$ cat src/rtl/fetch_sequencer.sv
// fetch_sequencer: PC owner that fetches over req/ack, offers words to decode over valid/ready,
// and keeps a FIFO of issued PCs so relative redirects from Execute resolve against exec_pc.
module fetch_sequencer #(
  parameter logic [31:0] RESET_PC = 32'h0,
  parameter int HIST_DEPTH = 4
) (
  input  logic        clk,
  input  logic        rst_n,
  input  logic        run,
  output logic        imem_req,
  output logic [31:0] imem_addr,
  input  logic        imem_ack,
  input  logic [31:0] imem_rdata,
  output logic [31:0] instr,
  output logic [31:0] instr_pc,
  output logic        instr_valid,
  input  logic        instr_ready,
  input  logic        exec_adv,
  input  logic        global_disable,
  input  logic [31:0] delta_instruction,
  output logic [31:0] exec_pc,
  output logic        hist_full
);
  localparam int AW = $clog2(HIST_DEPTH);
  localparam int CW = AW + 1;
  typedef enum logic [1:0] {IDLE, FETCH, HOLD, DRAIN} state_t;
  state_t state, state_n;
  logic [31:0] pc, target;
  logic [31:0] hist [HIST_DEPTH];
  logic [AW-1:0] rd, wr;
  logic [CW-1:0] cnt, cnt_n;
  logic push, pop, bypass, full_n, load;
  assign imem_addr = pc;
  always_comb begin
    target = exec_pc + (delta_instruction << 2);
    load   = state == FETCH && imem_ack && !global_disable;
    push   = state == HOLD && instr_ready && !global_disable;
    pop    = exec_adv && !global_disable && cnt != '0;
    bypass = exec_adv && !global_disable && cnt == '0 && push;
    cnt_n  = global_disable ? '0 : cnt + CW'(push && !bypass) - CW'(pop);
    full_n = cnt_n == CW'(HIST_DEPTH);
    state_n = state;
    case (state)
      IDLE:    state_n = (run && (global_disable || !hist_full)) ? FETCH : IDLE;
      FETCH:   state_n = global_disable ? (imem_ack ? (run ? FETCH : IDLE) : DRAIN)
                                        : (imem_ack ? HOLD : FETCH);
      HOLD:    state_n = global_disable ? (run ? FETCH : IDLE)
                       : instr_ready ? ((run && !full_n) ? FETCH : IDLE) : HOLD;
      default: state_n = imem_ack ? ((run && (global_disable || !hist_full)) ? FETCH : IDLE) : DRAIN;
    endcase
  end
  always_ff @(posedge clk or negedge rst_n) begin
    if (!rst_n) begin
      state       <= IDLE;
      imem_req    <= 1'b0;
      pc          <= RESET_PC;
      instr       <= '0;
      instr_pc    <= '0;
      instr_valid <= 1'b0;
      exec_pc     <= '0;
      hist_full   <= 1'b0;
      cnt         <= '0;
      rd          <= '0;
      wr          <= '0;
    end else begin
      state       <= state_n;
      imem_req    <= state_n == FETCH || state_n == DRAIN;
      instr_valid <= state_n == HOLD;
      cnt         <= cnt_n;
      hist_full   <= full_n;
      pc          <= global_disable ? target : load ? pc + 32'd4 : pc;
      if (load) begin
        instr    <= imem_rdata;
        instr_pc <= pc;
      end
      if (global_disable) begin
        rd <= '0;
        wr <= '0;
      end else begin
        if (push && !bypass) wr <= wr + 1'b1;
        if (pop) rd <= rd + 1'b1;
      end
      // an empty FIFO popped during a push forwards the pushed PC directly
      if (bypass) exec_pc <= instr_pc;
      else if (pop) exec_pc <= hist[rd];
    end
  end
  always_ff @(posedge clk)
    if (push && !bypass) hist[wr] <= instr_pc;
endmodule

$ cat config.mk
export PLATFORM = sky130hd
export DESIGN_NAME = fetch_sequencer
export DESIGN_NICKNAME = d
export VERILOG_FILES = /design/src/rtl/fetch_sequencer.sv
export SDC_FILE = /design/constraint.sdc
export NUM_CORES = 1
export LEC_CHECK = 0
export ABC_CLOCK_PERIOD_IN_PS = 3820
export BUFFER_PORTS_ARGS = -buffer_cell sky130_fd_sc_hd__buf_4
export CORE_MARGIN = 2
export CORE_UTILIZATION = 40
export DETAILED_ROUTE_END_ITERATION = 8
export PLACE_DENSITY = 0.7
export SYNTH_ARGS = -nofsm -noshare
export SYNTH_HDL_FRONTEND = slang
export SYNTH_SLANG_ARGS = --single-unit
$ cat constraint.sdc
create_clock -name clk -period 3.82 [get_ports clk]
set_input_delay 0.764 -clock clk [delete_from_list [all_inputs] [get_ports clk]]
set_output_delay 0.764 -clock clk [all_outputs]
set_load 0.05 [all_outputs]
After elaboration in Yosys (flattened, before gate mapping)
Memory sizes are Yosys's and may differ from the RTL's.
Index checks and enable logic that the tools add are counted.
{ "totals": {"reg_bits": 140, "mem_bits_rw": 128, "in_bits": 71, "output_inout_bits": 131, "mem_count": 1} }
{ "op_classes": {"n_addsub": 6, "n_eq_ne": 6, "muxes": 21, "reduce_logical": 24} }
{ "memory_table": {"columns": ["memory", "words", "word_bits", "rd", "rd_ports_with_merged_regs", "write_ports", "line", "text"], "rows": [
  ["hist", 4, 32, 1, 0, 1, "29", "logic [31:0] hist [HIST_DEPTH];"]
]} }
{ "op_table": {"columns": ["cell", "count"], "rows": [
  ["2-to-1 mux 32 bit", 4],
  ["adder 32 x 3 -> 32 bit, second input constant", 1],
  ["adder 32 bit", 1],
  ["2-to-1 mux 2 bit", 10],
  ["logical AND 1 bit", 11],
  ["nonzero test 2 bit", 4],
  ["== test 2 bit, second input constant", 3],
  ["one-hot mux 2 bit (3 select lines)", 1],
  ["2-to-1 mux 1 bit", 5],
  ["adder 2 x 1 -> 2 bit, second input constant", 2],
  ["== test 2 x 1 -> 1 bit, second input constant", 2],
  ["zero test 1 bit", 4],
  ["adder 3 x 1 -> 3 bit", 1],
  ["== test 3 bit, second input constant", 1],
  ["zero test 3 bit", 1],
  ["2-to-1 mux 3 bit", 1],
  ["nonzero test 3 bit", 1],
  ["subtractor 3 x 1 -> 3 bit", 1],
  ["zero test 2 bit", 1],
  ["logical OR 1 bit", 2]
]} }

Depth between registers and ports, before layout
Gate-level depths: netlist of the first run.
{ "depth": {"depth_word": 18, "depth_mapped": 16} }

Worst setup path after synthesis of the first run
No wires, ideal clock.
{ "synth_path": {"path_type": "input -> register", "start": "input port global_disable", "end": "register state[0]", "setup_time_ps": 133, "t_arrival_ps": 3252, "required_ps": 3687, "setup_slack_ps": 435, "path_stages": 16, "path_cell_list": "clkbuf_1 -> inv_1 -> clkbuf_1 -> clkbuf_1 -> and2_1 -> inv_1 -> ha_1 -> inv_1 -> ha_1 -> inv_1 -> fa_1 -> xnor2_1 -> nor4b_1 -> o21a_1 -> o211a_1 -> a31oi_1"} }
{ "synth_via": {"elab_chain_len": 16} }
{ "synth_rtl": {"columns": ["element", "line", "text"], "rows": [
  ["start: declaration", "19", "input logic global_disable,"],
  ["zero test 1 bit", "37, 38, 39", null],
  ["logical AND 1 bit", "38, 39", null],
  ["logical AND 1 bit (2 in a row)", "39", "bypass = exec_adv && !global_disable && cnt == '0 && push;"],
  ["zero test 1 bit", "40", "cnt_n = global_disable ? '0 : cnt + CW'(push && !bypass) - CW'(pop);"],
  ["logical AND 1 bit", "40", null],
  ["adder 3 x 1 -> 3 bit", "40", null],
  ["subtractor 3 x 1 -> 3 bit", "40", null],
  ["2-to-1 mux 3 bit (*)", "40", null],
  ["== test 3 bit (*)", "41", "full_n = cnt_n == CW'(HIST_DEPTH);"],
  ["net full_n", "32", "logic push, pop, bypass, full_n, load;"],
  ["zero test 1 bit (*)", "48", ": instr_ready ? ((run && !full_n) ? FETCH : IDLE) : HOLD;"],
  ["logical AND 1 bit (*)", "48", null],
  ["2-to-1 mux 1 bit (*)", "48", null],
  ["2-to-1 mux 2 bit (*)", "48", null],
  ["2-to-1 mux 2 bit (*)", "47", "HOLD: state_n = global_disable ? (run ? FETCH : IDLE)"],
  ["one-hot mux 2 bit (3 select lines) (*)", "43", "case (state)"],
  ["net state_n[0]", "27", "state_t state, state_n;"],
  ["end signal: assignment", "66", "state <= state_n;"],
  ["end: declaration", "27", null]
]} }
The timed path passes the listed nets; every way through them passes the cells marked *.
A chain may end at the register's enable or synchronous reset.

Final worst setup path of the first run
{ "layout_path": {"start": "register cnt[1]", "end": "register state[0]"} }
{ "layout_via": {"elab_chain_len": 15} }
{ "layout_rtl": {"columns": ["element", "line", "text"], "rows": [
  ["start: declaration", "31", "logic [CW-1:0] cnt, cnt_n;"],
  ["start signal: assignment", "69", "cnt <= cnt_n;"],
  ["zero test 3 bit", "39", null],
  ["logical AND 1 bit (2 in a row)", "39", null],
  ["zero test 1 bit", "40", null],
  ["logical AND 1 bit", "40", null],
  ["adder 3 x 1 -> 3 bit", "40", null],
  ["subtractor 3 x 1 -> 3 bit (*)", "40", null],
  ["2-to-1 mux 3 bit (*)", "40", null],
  ["== test 3 bit (*)", "41", null],
  ["net full_n", "32", null],
  ["zero test 1 bit (*)", "48", null],
  ["logical AND 1 bit (*)", "48", null],
  ["2-to-1 mux 1 bit (*)", "48", null],
  ["2-to-1 mux 2 bit (*)", "48", null],
  ["2-to-1 mux 2 bit (*)", "47", null],
  ["one-hot mux 2 bit (3 select lines) (*)", "43", null],
  ["net state_n[0]", "27", null]
]} }
Marks and branches as above.

==> results of run 1 <==
[routing by layer]
layer | share of wire [%] | vias to the layer above | global-route usage (%)
met5 | 0 | - | 0
met3 | 6.9 | 60 | 4.79
met2 | 45 | 311 | 30.2
met4 | 3.0 | 0 | 5.81
met1 | 45 | 4256 | 27.3
li1 | - | 3964 | -
[power groups by stage]
stage                     Clock, uW  Combinational, uW  Sequential, uW
final                          2760               6640            4950
after global routing           2940               7070            5090
after CTS                      2810               6680            4960
after detailed placement          0               6660            5000
after global placement            0               6590            4950
after floorplan                   0               2410            7050
[layout by cell type, fill, tap and decap left out, drive strengths merged, types with 6 or more instances in the layout]
cell | synthesis | final
buf | 11 | 221
edfxtp | 128 | 128
nand2 | 105 | 105
ha | 36 | 36
and4 | 6 | 6
dfrtp | 139 | 139
mux4 | 32 | 32
inv | 20 | 21
clkbuf | 32 | 41
o21ai | 53 | 53
nand3 | 17 | 17
a21oi | 34 | 34
mux2i | 27 | 27
or3 | 6 | 6
clkinv | 0 | 7
xor2 | 13 | 13
nor2 | 46 | 46
o21a | 7 | 7
mux2 | 67 | 67
a22oi | 13 | 13
nand4 | 12 | 12
and3 | 11 | 11
nor3 | 12 | 12
a21o | 20 | 20
xnor2 | 36 | 36
[state kept, by name, indices dropped and copies added (netlist names)]
name	flops
imem_addr	32
hist	128
instr	32
exec_pc	32
rd	2
state	2
cnt	3
instr_valid	1
wr	2
instr_pc	32
hist_full	1
[stage by stage]
| stage | total power (uW) | hold slack, ps | std cells | setup slack, ps | utilization, % |
|---|---|---|---|---|---|
| 4_1_cts | 14500 | 208 | 1578 | 621 | 50.3 |
| 3_3_place_gp | 11500 | 491 | 1524 | 540 | 47.2 |
| 3_5_place_dp | 11700 | 497 | 1524 | 541 | 47.2 |
| 5_1_grt | 15100 | 247 | 1578 | 385 | 50.3 |
| 6_report | 14300 | 209 | 1578 | 630 | 50.3 |
| 2_1_floorplan | 9450 | 468 | 950 | 435 | - |
[critical path: cells and delay by family, from the launching register on]
family	cells	cell delay, ps
buffers and inverters	3	150
DFF	1	420
and+or+nand+nor	3	1100
AOI/OAI and AO/OA	4	510
adders and majority gates	3	720
xor gates and xnor gates	1	150
[cell usage after synthesis (12+ instances only)]
master / instances
a21o_1: 20
a21oi_1: 34
a22oi_1: 13
clkbuf_1: 31
dfrtp_1: 139
edfxtp_1: 128
ha_1: 36
inv_1: 20
mux2_2: 67
mux2i_1: 27
mux4_2: 32
nand2_1: 104
nand3_1: 17
nand4_1: 12
nor2_1: 46
nor3_1: 12
o21ai_0: 49
xnor2_1: 36
xor2_1: 13
[worst max-delay path by stage]
stage,slack (ps),startpoint,depth (start not counted),end
2_1_floorplan,440,global_disable,16,state[0]
3_3_place_gp,540,delta_instruction[0],11,imem_addr[30]
3_5_place_dp,540,exec_adv,15,state[0]
4_1_cts,620,cnt[1],14,state[0]
5_1_grt,380,cnt[1],14,state[0]
6_report,630,cnt[1],14,state[0]
[area by class of cell]
cell class	count	area, um^2	area share [%]
Sequential cell	267	7320	47.5
Multi-Input combinational cell	620	4900	31.8
Timing Repair Buffer	221	1690	10.9
Clock buffer	41	811	5.26
Tap cell	396	495	3.21
Clock inverter	13	128	0.827
Inverter	20	75.1	0.487
[kinds of logic after synthesis]
logic type | after synthesis | share of synthesized area [%]
adder cells (fa/ha/maj) | 38 | 3.94
flip-flops | 267 | 58.8
buffers and inverters | 63 | 2.01
AND/OR/NAND/NOR | 237 | 9.01
multiplexers | 126 | 14.0
AO/OA/AOI/OAI | 170 | 8.82
XOR/XNOR | 49 | 3.44
==> impl_metrics.ini, run 1 <==
[critical_path]
reg2reg_slack_ps = 630
cp_slowest_stage_delay_ps = 530
worst_setup_path_end_kind = register
worstSetupStartpointType = register
rr_startpoint = cnt[1]
cp_data_required_time_ps = 4230
r2r_cells = 14
crit_path_cell_trace = nor3_1, a21oi_1, and2_1, inv_1, ha_1, inv_1, ha_1, inv_1, fa_1, xnor2_1, nor4b_1, o21a_1, o211a_1, a31oi_1
r2r-end = state[0]
cpMaxStageDelayCell = nor3_1
cp_max_fo = 4
cp.arrival_ps = 3600
path_class = reg -> reg
path_common_cell = inv_1

[die]
core_area_mm2 = 0.0307
num_io_pins = 202
dieArea_mm2 = 0.0326
die_w_um = 180
rows = 64
die_height_um = 180
initial_core_util_pct = 40.6

[outcome]
run_status = finished clean

[power]
pwr-share-seq_pct = 34.5
power.share.combinational_pct = 46.3
p_leak_uw = 0.00631
peakVddDrop_mv = 0.775
p_int_uw = 7930
power.share.clock_pct = 19.2
switchingPower_uw = 6420
power_density_mw_per_mm2 = 930
swShare_pct = 44.8

[sta]
skew_ps = 12.9
rsz0062_at_grt = no
setup_viol = 0
relSlewSlack_pct = 56.0
finalHoldViolations = 0
period_minus_slack_ps = 3190
worst_slew_pin_slew_ps = 657
tns_ps = 0
max_freq_ghz = 0.314
period_share_pct = 83.5
drv_slew = 0

[grt]
antenna_found_initial = 0
grt_pass1_wl_um = 49900
grt-ovfl-total = 0
grt_pass1_vias = 8750
globalRouteTotalUtil_pct = 19.5
grt_max_degree = 63

[synthesis]
synth_area_mm2 = 0.0125
synthArstFlopShare_pct = 52.1
synth_top_cell_by_area = edfxtp_1
synth_fp_nets = 1059
synth_area_leaders = edfxtp_1 31%, dfrtp_1 28%, mux2_2 6.1%
postSynthAreaPerCell_um2 = 13.1
ys_seq_area_share_pct = 58.8
ys_seq_elements = 267
postSynthCellCount = 950
synth-edff-count = 128
yosysWarningCount = 0
yosysTopAreaCellShare_pct = 30.9
ys.flop_type = dfrtp_1
post_synth_num_cell_types = 61

[placement]
detailed_place_hpwl_um = 22200
portBuffers = 199
routabilityCongestion = 0.840
dpl_cell_area_mm2 = 0.0145

[clock_network]
h-tree-depth = 1
clkLatencyLatePin_ps = 550
cts_resized = 0
root_buffer = clkbuf_16
cts_tree = done
post_cts_buffers = 0
clockBufferDepth = 3
numCtsBuffers = 29
cts.sinks = 267
clk_pin_slew_ps = 60
ctsHoldBuffers = 0

[job]
maxCapViolCount = 0

[cells_and_area]
fin_nets = 1268
num_antenna_cells = 0
areaGrowthSynthToFinish_pct = 23.8
fillers = 2626
final_layout_size_suffix_gt1_share_pct = 31.8
fin_area_mm2 = 0.0154

[drt]
drt_iter0_markers = 545
drt_first_pass_iters = 5
routed_wirelength_um = 31900
drtAntennaViolNets = 0
via_per_inst = 5.44
wire_per_inst_um = 20.2
route.vias.total = 8591
drc = 0

[worst_hold_path]
min_path_type = in -> async
Power figures use the tool's default switching activity.
==> inputs of run 2 (changes only) <==
Settings changed: ABC_AREA set to 1, ABC_CLOCK_PERIOD_IN_PS 3820 to 3050, PLACE_DENSITY 0.7 to 0.69.
Clock period 3.82 ns to 3.05 ns, I/O delays scaled along.
==> run 2 against run 1 <==
Compared with the run above: routed wire length is 32% higher; clock skew is 5.0 ps higher; non-clock buffer count is 5 higher; largest cell class unchanged; largest power group unchanged.
==> impl_metrics.ini, run 2 <==
[clock_network]
clockBufferDepth = 3
cts_tree = done
clkLatencyLatePin_ps = 560
numCtsBuffers = 29
h-tree-depth = 1
cts.sinks = 267
ctsHoldBuffers = 0
clk_pin_slew_ps = 60
root_buffer = clkbuf_16

[synthesis]
synth_top_cell_by_area = edfxtp_1
synth_area_leaders = edfxtp_1 28%, dfrtp_1 25%, nand2_1 15%
synth_area_mm2 = 0.0137
ys_seq_area_share_pct = 53.5
synthTopCellsByCount = 533 x nand2_1, 189 x inv_1, 154 x nor2_1
yosysWarningCount = 0
ys_seq_elements = 267
synth-edff-count = 128
postSynthCellCount = 1621
postSynthAreaPerCell_um2 = 8.44
post_synth_num_cell_types = 47
synth.most_common_cell = nand2_1
yosysTopAreaCellShare_pct = 28.1
synth_fp_nets = 1730
ys.flop_type = dfrtp_1
synthArstFlopShare_pct = 52.1

[cells_and_area]
final_common_cell = nand2_1
fin_nets = 1932
utilization_pct = 49.6
seq_area_mm2 = 0.00732
layout_common_cells = 533 x nand2_1, 223 x buf_4, 187 x inv_1
fillers = 3206
regMostFlops = hist
areaGrowthSynthToFinish_pct = 21.9
multi_input_area_mm2 = 0.00537
final_layout_size_suffix_gt1_share_pct = 16.6
largest_reg_flops = 128
num_antenna_cells = 0

[die]
rows = 67
core_area_mm2 = 0.0336
initial_core_util_pct = 40.7
die_height_um = 189
die_w_um = 189
dieArea_mm2 = 0.0357
num_io_pins = 202

[drt]
route.vias.total = 11900
wl_met3_um = 3250
routed_wirelength_um = 42100
drt_iter0_markers = 995
via_per_inst = 5.19
maxUsedRoutingLayer = met4
route.met2.wl_um = 19500
wire_per_inst_um = 18.4
met1Wirelength_um = 18600
drtAntennaViolNets = 0
drt_first_pass_iters = 5
drc = 0

[sta]
worst_slew_pin_slew_ps = 733
skew_ps = 17.9
fin_ws_ps = 232
drv_slew = 0
period_share_pct = 92.4
period_minus_slack_ps = 2820
relSlewSlack_pct = 51.1
setup_viol = 0
max_freq_ghz = 0.355
hold_slack_ps = 3.12
tns_ps = 0
finalHoldViolations = 0

[critical_path]
path_class = reg -> reg
cp.arrival_ps = 3300
worst_setup_path_end_kind = register
cp_max_fo = 3
cp_data_required_time_ps = 3530
worstSetupStartpointType = register
r2r_cells = 20

[outcome]
run_status = finished clean

[grt]
grt_pass1_vias = 11400
grt-ovfl-total = 0
grt_pass1_wl_um = 64800
antenna_found_initial = 0
grt_max_degree = 68
globalRouteTotalUtil_pct = 23.5

[power]
peakVddDrop_mv = 0.792
p_leak_uw = 0.00796
power_density_mw_per_mm2 = 1120

[worst_hold_path]
min_path_type = in -> async

[placement]
routabilityCongestion = 0.963
detailed_place_hpwl_um = 30300
place_ws_ps = 76.5
portBuffers = 199

[job]
maxCapViolCount = 0
## run 2: layout make-up
type                            count  area share [%]
Sequential cell                   267            43.9
Multi-Input combinational cell   1104            32.2
Timing Repair Buffer              226            10.4
Clock buffer                       39            4.76
Inverter                          195            4.41
Tap cell                          448            3.36
Clock inverter                     15           0.946
## run 2: worst paths after layout
check	slack [ps]	endpoint	startpoint
worst max-delay path	230	instr_valid	state[1]
worst min-delay path	3	exec_pc[11]	rst_n
worst max register to register	230	instr_valid	state[1]
worst min register to register	470	instr[0]	instr[0]
max in group asynchronous	2230	instr[24]	rst_n
min in group clk	260	instr[1]	imem_rdata[1]
## run 2: cells by family (layout without fill, tap and decap cells)
kind of cell	after synthesis	in the layout	synth area share (%)
flops	267	267	53.5
simple gates	810	810	24.2
xor+xnor	11	11	0.705
compound gates	245	245	10.7
fa+ha+maj	38	38	3.59
buf+inv	250	475	7.30
## run 2: worst max-delay path, stage by stage, from the launching register on
cell	delay [ps]
dfrtp_1	390
inv_1	90
nor2_2	160
inv_2	60
nor2_4	110
inv_1	50
nor3_2	190
inv_1	90
ha_1	280
inv_1	70
ha_1	130
inv_1	50
fa_2	330
inv_1	60
o21ai_0	80
nor2_1	150
nand3_1	120
nand2_1	70
nand2_1	50
nand2_1	70
and3_1	140
## run 2: timing repair
action	CTS	global route
buffers inserted	0	4
endpoints found under the setup margin	0	2
resized for setup	0	4
## run 2: where the power goes
part	switching, uW	internal (uW)
clock network	1430	2070
logic	6410	2620
registers	1260	4880
total	9100	9580
## run 2: per-stage QoR
stage	std cells	instance area [um^2]	power, uW
floorplan	1621	13700	12000
global placement	2236	15700	15000
detailed placement	2236	15700	15200
CTS	2290	16600	18700
global route	2294	16700	19800
finish	2294	16700	18700
## run 2: metal layers
metal / GRT usage [%] / vias up
met4: 5.35 / 0
met1: 33.5 / 5685
met5: 0 / -
met3: 3.50 / 50
met2: 38.1 / 439
li1: - / 5741
==> inputs of run 3 (changes only) <==
Settings changed: CORE_UTILIZATION 40 to 50, PLACE_DENSITY 0.69 to 0.81.
==> run 3 against run 2 <==
Compared with the run above: global-route usage up 5.2 points; clock power up 1%; fmax is 3.9% higher; cell count decreased by 4.7%; final area down 0.60%.
==> impl_metrics.ini, run 3 (same netlist as run 2, synthesis figures left out) <==
[sta]
rsz0062_at_grt = no
worst_slew_pin_slew_ps = 939
period_minus_slack_ps = 2710
tns_ps = 0
setup_viol = 0
relSlewSlack_pct = 37.3
skew_ps = 14.0
drv_slew = 0
hold_slack_ps = 98.8
max_freq_ghz = 0.369
finalHoldViolations = 0
period_share_pct = 88.9

[die]
num_io_pins = 202
core_area_mm2 = 0.0269
die_height_um = 169
dieArea_mm2 = 0.0287
rows = 60
initial_core_util_pct = 50.9
die_w_um = 169

[grt]
grt-ovfl-total = 0
globalRouteTotalUtil_pct = 28.7
grt_pass1_vias = 11500
grt_max_degree = 70
antenna_found_initial = 0
grt_pass1_wl_um = 63700

[clock_network]
clk_pin_slew_ps = 70
ctsHoldBuffers = 0
cts.sinks = 267
h-tree-depth = 1
clkLatencyLatePin_ps = 560
root_buffer = clkbuf_16
clockBufferDepth = 3
cts_tree = done
numCtsBuffers = 28

[outcome]
run_status = finished clean

[critical_path]
path_class = reg -> reg
path_delay_family = simple AND/OR/NAND/NOR gates
r2r_cells = 20
cp_num_buf_inv = 7
cpMaxStageDelayCell = dfrtp_1
path_common_cell = inv_1
cp_max_fo = 3
cp_data_required_time_ps = 3540
crit_path_cell_trace = inv_1, nor2_2, inv_1, nor2_4, inv_1, nor3_2, inv_1, ha_1, inv_1, ha_1, inv_1, fa_2, inv_1, o21ai_0, nor2_1, nand3_1, nand2_1, nand2_1, nand2_1, and3_1
r2r-end = instr_valid
cp_slowest_stage_delay_ps = 370
worstSetupStartpointType = register
rr_startpoint = state[1]
worst_setup_path_end_kind = register
cp.arrival_ps = 3200
reg2reg_slack_ps = 340

[drt]
drt_iter0_markers = 1366
drc = 0
drtAntennaViolNets = 0
routed_wirelength_um = 41200
route.vias.total = 12100
wire_per_inst_um = 18.8
via_per_inst = 5.52
drt_first_pass_iters = 6

[cells_and_area]
fin_area_mm2 = 0.0166
final_layout_size_suffix_gt1_share_pct = 16.7
fillers = 2284
regMostFlops = hist
num_antenna_cells = 0
multi_input_area_mm2 = 0.00537
seq_area_mm2 = 0.00732
layout_common_cells = 533 x nand2_1, 225 x buf_4, 189 x inv_1
fin_nets = 1933
areaGrowthSynthToFinish_pct = 21.2
largest_reg_flops = 128
final_common_cell = nand2_1

[power]
switchingPower_uw = 9140
p_leak_uw = 0.00798
power_density_mw_per_mm2 = 1130
p_int_uw = 9590
pwr-share-seq_pct = 32.8
power.share.combinational_pct = 48.3
peakVddDrop_mv = 0.795
power.share.clock_pct = 18.9
swShare_pct = 48.8

[placement]
detailed_place_hpwl_um = 29400
dpl_cell_area_mm2 = 0.0156
portBuffers = 199
routabilityCongestion = 0.999

[worst_hold_path]
min_path_type = in -> async

[job]
maxCapViolCount = 0
-- run 3: worst max path at each step --
stage	startpoint	endpoint	slack [ps]	cells after the start
5_1_grt	state[1]	instr_valid	50	20
2_1_floorplan	state[0]	hist[0][0]	-130	7
3_3_place_gp	instr_ready	instr_valid	160	19
4_1_cts	state[0]	instr_valid	190	19
6_report	state[1]	instr_valid	340	20
3_5_place_dp	instr_ready	instr_valid	90	19
-- run 3: metrics by stage --
step           total power, uW  setup slack [ps]  util [%]  cells
6_report                 18700               338      61.6   2187
5_1_grt                  19700              46.6      61.6   2187
4_1_cts                  18700               189      61.6   2186
3_5_place_dp             15100              89.6      58.0   2134
3_3_place_gp             14900               164      58.0   2134
2_1_floorplan            12000              -130         -   1621
-- run 3: what timing repair did --
| item | in CTS | in global routing |
|---|---|---|
| setup endpoints to repair | 0 | 2 |
| gates resized for setup | 0 | 3 |
| setup buffers | 0 | 1 |
-- run 3: layout make-up --
class,instances,share of cell area [%]
clock buffer,38,4.76
tap,341,2.58
timing repair buffer,228,10.5
inverter,195,4.44
multi-input combinational,1104,32.4
clock inverter,14,1.10
sequential,267,44.2
-- run 3: power by group through the flow --
stage               Clock (uW)  Combinational, uW  Sequential (uW)
finish                    3550               9040             6140
floorplan                    0               3470             8480
CTS                       3590               8990             6110
global route              3730               9760             6250
global placement             0               8790             6100
detailed placement           0               8940             6140
-- run 3: routing by layer --
| layer | vias to the layer above | track usage (%) | wire length, um |
|---|---|---|---|
| met2 | 594 | 46.1 | 19100 |
| met3 | 91 | 4.55 | 3600 |
| li1 | 5710 | - | - |
| met4 | 0 | 9.25 | 1440 |
| met5 | - | 0 | 0 |
| met1 | 5674 | 40.3 | 17100 |
